<file path="config.mk">
export PLATFORM = sky130hd
export DESIGN_NAME = shift_add_multiplier
export DESIGN_NICKNAME = d
export VERILOG_FILES = /design/src/rtl/arith_pkg.sv /design/src/rtl/mult_add_step.sv /design/src/rtl/shift_add_multiplier.sv
export SDC_FILE = /design/constraint.sdc
export NUM_CORES = 1
export LEC_CHECK = 0
export BUFFER_PORTS_ARGS = -buffer_cell sky130_fd_sc_hd__buf_2
export CORE_MARGIN = 5
export CORE_UTILIZATION = 50
export CTS_CLUSTER_DIAMETER = 80
export DETAILED_ROUTE_END_ITERATION = 6
export PLACE_DENSITY_LB_ADDON = 0.08
export REMOVE_ABC_BUFFERS = 1
export SKIP_LAST_GASP = 1
export SYNTH_ARGS = -nofsm -noshare
export SYNTH_HDL_FRONTEND = slang
export SYNTH_SLANG_ARGS = --single-unit
</file>
<file path="constraint.sdc">
create_clock -name clk -period 1.9 [get_ports clk]
set_clock_uncertainty 0.2 [all_clocks]
set_input_delay 0.19 -clock clk [delete_from_list [all_inputs] [get_ports clk]]
set_output_delay 0.19 -clock clk [all_outputs]
set_load 0.005 [all_outputs]
</file>
<file path="src/rtl/arith_pkg.sv">
// ---------------------------------------------------------------------------
// arith_pkg
//
// Shared definitions for the arithmetic stages.
//   state_t        : sequencing states of the shift-and-add multiplier
//   DEFAULT_WIDTH  : default operand width for the multiplier
//   cnt_width()    : number of bits needed for the step counter
// ---------------------------------------------------------------------------
package arith_pkg;

    typedef enum logic [1:0] {
        IDLE = 2'd0,
        RUN  = 2'd1,
        DONE = 2'd2
    } state_t;

    localparam int DEFAULT_WIDTH = 4;

    // The counter runs 0..width-1, so clog2(width) bits always suffice.
    // Clamp to one bit so the degenerate width still yields a legal vector.
    function automatic int cnt_width(input int width);
        if (width <= 2) begin
            return 1;
        end
        return $clog2(width);
    endfunction

endpackage

</file>
<file path="src/rtl/mult_add_step.sv">
// ---------------------------------------------------------------------------
// mult_add_step
//
// Purely combinational WIDTH-bit adder that exposes its carry-out.
// The multiplier uses one of these per partial-product step.
//
// Ports:
//   a         in  WIDTH  first addend (running accumulator)
//   b         in  WIDTH  second addend (multiplicand or zero)
//   sum       out WIDTH  low WIDTH bits of a + b
//   carry_out out 1      bit WIDTH of a + b
// ---------------------------------------------------------------------------
module mult_add_step #(
    parameter int WIDTH = 4
) (
    input  logic [WIDTH-1:0] a,
    input  logic [WIDTH-1:0] b,
    output logic [WIDTH-1:0] sum,
    output logic             carry_out
);

    // Zero-extend both addends so the carry lands in the extra bit.
    always_comb begin
        {carry_out, sum} = {1'b0, a} + {1'b0, b};
    end

endmodule

</file>
<file path="src/rtl/shift_add_multiplier.sv">
// ---------------------------------------------------------------------------
// shift_add_multiplier
//
// Multi-cycle unsigned multiplier. One partial product is folded in per
// clock. A single mult_add_step adder is shared by all steps. A result
// appears WIDTH+1 cycles after an accepted start.
//
// Ports:
//   clk      in  1        rising-edge clock
//   rst      in  1        synchronous active-high reset, beats start
//   start    in  1        begin a multiply (accepted in IDLE or DONE)
//   a        in  WIDTH    multiplicand, captured on an accepted start
//   b        in  WIDTH    multiplier, captured on an accepted start
//   busy     out 1        high while the steps are running
//   done     out 1        one-cycle pulse, product is valid
//   product  out 2*WIDTH  registered result, held until next completion
// ---------------------------------------------------------------------------
module shift_add_multiplier
    import arith_pkg::*;
#(
    parameter int WIDTH = DEFAULT_WIDTH
) (
    input  logic               clk,
    input  logic               rst,
    input  logic               start,
    input  logic [WIDTH-1:0]   a,
    input  logic [WIDTH-1:0]   b,
    output logic               busy,
    output logic               done,
    output logic [2*WIDTH-1:0] product
);

    localparam int CW = cnt_width(WIDTH);
    localparam logic [CW-1:0] CNT_LAST = CW'(WIDTH - 1);

    state_t             state_q,   state_d;
    logic [WIDTH-1:0]   mcand_q,   mcand_d;
    logic [WIDTH-1:0]   acc_q,     acc_d;
    logic [WIDTH-1:0]   mq_q,      mq_d;
    logic [CW-1:0]      cnt_q,     cnt_d;
    logic [2*WIDTH-1:0] product_q, product_d;
    logic               busy_q,    busy_d;
    logic               done_q,    done_d;

    logic [WIDTH-1:0]   add_operand;
    logic [WIDTH-1:0]   step_sum;
    logic               step_carry;

    // Adding zero when the current multiplier bit is clear gives {0,acc}
    // without a separate bypass path.
    assign add_operand = mq_q[0] ? mcand_q : '0;

    mult_add_step #(
        .WIDTH (WIDTH)
    ) u_add_step (
        .a         (acc_q),
        .b         (add_operand),
        .sum       (step_sum),
        .carry_out (step_carry)
    );

    // Next-state logic. In RUN, {carry,sum,mq} shifts right one place into
    // {acc,mq}, so the carry becomes the accumulator MSB and is never lost.
    // The product is captured from the same next values on the last step.
    always_comb begin
        state_d   = state_q;
        mcand_d   = mcand_q;
        acc_d     = acc_q;
        mq_d      = mq_q;
        cnt_d     = cnt_q;
        product_d = product_q;

        case (state_q)
            IDLE, DONE: begin
                if (start) begin
                    mcand_d = a;
                    acc_d   = '0;
                    mq_d    = b;
                    cnt_d   = '0;
                    state_d = RUN;
                end else begin
                    state_d = IDLE;
                end
            end
            RUN: begin
                acc_d = {step_carry, step_sum[WIDTH-1:1]};
                mq_d  = {step_sum[0], mq_q[WIDTH-1:1]};
                cnt_d = cnt_q + 1'b1;
                if (cnt_q == CNT_LAST) begin
                    product_d = {acc_d, mq_d};
                    state_d   = DONE;
                end
            end
            default: begin
                state_d = IDLE;
            end
        endcase

        busy_d = (state_d == RUN);
        done_d = (state_d == DONE);
    end

    // All state, including the status outputs, is registered here so busy
    // and done are glitch-free and line up with the state register.
    always_ff @(posedge clk) begin
        if (rst) begin
            state_q   <= IDLE;
            mcand_q   <= '0;
            acc_q     <= '0;
            mq_q      <= '0;
            cnt_q     <= '0;
            product_q <= '0;
            busy_q    <= 1'b0;
            done_q    <= 1'b0;
        end else begin
            state_q   <= state_d;
            mcand_q   <= mcand_d;
            acc_q     <= acc_d;
            mq_q      <= mq_d;
            cnt_q     <= cnt_d;
            product_q <= product_d;
            busy_q    <= busy_d;
            done_q    <= done_d;
        end
    end

    assign busy    = busy_q;
    assign done    = done_q;
    assign product = product_q;

endmodule

</file>
==> impl.org <==
** Pwr
- For this design the ratio of total power to cell area is approximately 700 nW/um^2.
- The analysis attributes to cell leakage a power of 0.607 nW.
- Summed over all nets, the switching power comes to 0.225 mW.
- VDD sags by at most 0.442 mV.
- Sequential Power Share :: 0.604
- Of the total power, combinational logic draws 0.111.
- Cell internal power was estimated by the tool at between 0.7 and 0.8 mW.
- Net switching share of the total power :: 0.235
- Share of total power in the clock network :: 0.285

** STA
- Setup repair after global routing could not meet its margin everywhere.
- Setup violations, final :: 0
- Number of hold-slack violations in the final timing report :: 0
- In the post-route analysis, the smallest setup slack over all paths is 46.8 ps.
- Worst relative slew slack :: 0.638
- Timing would allow up to ~0.54 GHz.
- Crit path time final :: between 1500 and 2000 ps
- For the pin with the worst max-slew slack, the measured transition is 542 ps.
- Pins over their slew limit :: 0
- Ratio of final minimum period to clock period :: 0.975

** Logic synthesis
- Primary FF master, synth :: sky130_fd_sc_hd__dfxtp_1
- Synthesis inferred 26 register bits.
- Top post-synthesis cells by count :: sky130_fd_sc_hd__dfxtp_1 (26), sky130_fd_sc_hd__nor2_1 (23), sky130_fd_sc_hd__nand2_1 (12)
- Synthesized cell area :: about 1100 um^2
- Synthesis produced between 100 and 150 cells.
- Most instantiated library cell after synthesis :: sky130_fd_sc_hd__dfxtp_1
- The synthesized netlist contains 31 unique library cells.
- A synthesized cell averages ~9 um^2.
- Synth area leader :: sky130_fd_sc_hd__dfxtp_1
- The synthesized design contains 0 enable-type register cells.
- For this run, the register share of the synthesized area comes to 0.462.
- The share of synthesized area in the top cell type comes to 0.462.
- Async set or reset register ratio after synthesis :: 0
- In the post-synthesis netlist, the biggest area contributors are sky130_fd_sc_hd__dfxtp_1 (46%), sky130_fd_sc_hd__nor2_1 (7.7%), sky130_fd_sc_hd__mux2i_1 (7.1%).
- Yosys warning count :: 0

** Worst setup path
- STA classifies the critical path startpoint as a register.
- Depth of the worst register-to-register path :: 8
- For the worst setup path, the data required time is 1940 ps.
- Endpoint type of the worst setup path :: register
- Kind of critical path :: register to register
- Largest driver fanout on the critical path :: 5
- STA puts the critical path data arrival time at about 1900 ps.

** Route
- Dividing the detail-routed via count by the number of cells gives 4.96.
- Remaining number of nets flagged by the antenna check after routing :: 0
- The first detailed-routing pass took 4 iterations.
- For this run, design rule violations remaining after detail routing come to 0.
- Total wirelength of the detailed-routed design :: roughly 2200 um
- Routed wire length per instance :: 12.3 um
- After the first detailed-routing iteration, the DRC count stood at 9.
- Overall via count from detail_route :: between 800 and 900

** Floorplanning
- Row generation in the floorplan step produced 17 rows.
- In this run the vertical extent of the chip is ~57 um.
- Placeable core region :: around 2200 um^2
- Initial Utilization :: 0.514
- Die Footprint :: 3300 um^2
- For this design the top-level I/O count stands at 21.
- Horizontal die dimension :: 57.5 um

** Global route
- The first global-routing pass estimated roughly 3700 um of wire.
- Antenna violations before repair :: 0
- Aggregate global routing overflow :: 0
- GRT Total Usage :: 0.140
- Entering global routing, the biggest net connects 18 pins.
- Number of global-route vias before repair :: roughly 840

** Placement
- Weighted congestion reported at the end of routability-driven placement :: between 0.7 and 0.8
- At the placement stage, the worst setup path has a slack of about 40 ps.
- Once detailed placement completed, the half-perimeter wirelength came to 1510 um.
- Number of buffer cells added on primary ports :: 20
- Placed Cells :: between 150 and 200

** CTS
- Later-pin clock latency in the skew report :: 310 ps
- TritonCTS built the clock tree.
- Clock buffer count from CTS :: 3
- Maximum buffer depth of the clock tree :: 2
- The cell sitting at the root of the clock tree is a sky130_fd_sc_hd__clkbuf_4.
- In this run the number of H-tree levels came out at 1.
- Number of sinks handled by clock tree synthesis :: 26
- Clock-pin transition on the worst setup and hold timing paths :: between 100 and 150 ps

** Final layout
- Final Non-Filler Cells :: 175
- The repair_antennas step left the layout with diodes totalling 0.
- After filler insertion, the fill cell instance count of the layout stands at 201.
- From synthesis to final layout, the design area changed by 19.4%.
- Share of cells above drive strength 1 :: 0.252
- For this run, the post-layout net count is 165.

** Outcome
- The flow ran to the end, and the final reports show no timing, DRC or antenna violations.

** Min path
- WHS Path Cells :: 3
- Min-Delay Path Class :: primary input to register

** Run
- Max_cap viols :: 0
==> logic make-up after synthesis <==
group,after synthesis,share of synthesized area
buffers and inverters,11,0.0478
adders and majority gates,6,0.0733
AOI/OAI and AO/OA,22,0.129
and+or+nand+nor,49,0.209
xor gates and xnor gates,1,0.00778
DFF,26,0.462
muxes,8,0.0711
==> per-layer routing <==
metal  share of wire  global-route usage  vias to the layer above
li1                -                   -                      459
met1            0.47               0.178                      384
met2            0.46               0.229                       20
met3           0.052              0.0226                        5
met4           0.018              0.0629                        0
met5               0                   0                        -
==> power groups by stage <==
stage	registers, mW	clock network, mW	logic, mW
floorplan	0.588	0	0.0617
global placement	0.590	0	0.0940
detailed placement	0.592	0	0.0956
CTS	0.579	0.282	0.102
global route	0.583	0.306	0.119
finish	0.580	0.273	0.107
==> worst paths after layout <==
check	start	to	slack, ps
max	mq_q[0]	product[7]	50
min	b[2]	mq_q[2]	4
max reg2reg	mq_q[0]	product[7]	50
min reg2reg	product[3]	product[3]	260
==> worst max-delay path, cell delays in order (launching register included) <==
cell,delay [ps]
sky130_fd_sc_hd__dfxtp_2,370
sky130_fd_sc_hd__and2_1,120
sky130_fd_sc_hd__ha_1,160
sky130_fd_sc_hd__inv_1,60
sky130_fd_sc_hd__fa_2,370
sky130_fd_sc_hd__inv_1,70
sky130_fd_sc_hd__a21o_1,100
sky130_fd_sc_hd__a21oi_1,90
sky130_fd_sc_hd__a211oi_1,240
==> stage by stage <==
stage / hold WS, ps / power, mW / util / area (um^2) / TNS, ps
after global placement: 226 / 0.684 / 0.563 / 1230 / 0
after detailed placement: 233 / 0.687 / 0.563 / 1230 / 0
after global routing: 1.17 / 1.01 / 0.614 / 1350 / -9.55
after CTS: 4.52 / 0.964 / 0.600 / 1310 / 0
after floorplan: 52.4 / 0.650 / - / 1090 / 0
final: 3.51 / 0.960 / 0.614 / 1350 / 0
==> layout make-up <==
cell class	count	area, um^2	share of cell area
Timing Repair Buffer	26	155	0.115
Tap cell	28	35.0	0.0260
Multi-Input combinational cell	86	578	0.430
Clock buffer	4	36.3	0.0270
Sequential cell	26	522	0.388
Inverter	5	18.8	0.0140
==> flip-flops by register name, summed over array words and instances, names as in the netlist <==
| signal | cells |
|---|---|
| product | 8 |
| acc_q | 4 |
| mcand_q | 4 |
| mq_q | 4 |
| cnt_q | 2 |
| state_q | 2 |
| busy | 1 |
| done | 1 |
==> cell usage in the layout, fill, tap and decap left out, drive strengths merged, types with 4 or more instances in the layout <==
cell type / Yosys / routed
nor2: 23 / 23
and2: 4 / 4
mux2i: 8 / 8
buf: 3 / 22
dlygate4sd3: 0 / 4
a211oi: 6 / 6
ha: 5 / 5
nand2: 13 / 13
dfxtp: 26 / 26
clkbuf: 3 / 4
a21oi: 11 / 11
inv: 5 / 5
==> what timing repair did <==
item	4_1_cts	5_1_grt
gates resized for setup	1	5
hold buffers	4	0
endpoints found under the setup margin	1	6
setup buffers	0	1
hold endpoints to repair	4	0
No activity file was read; power rests on OpenSTA's default activity.
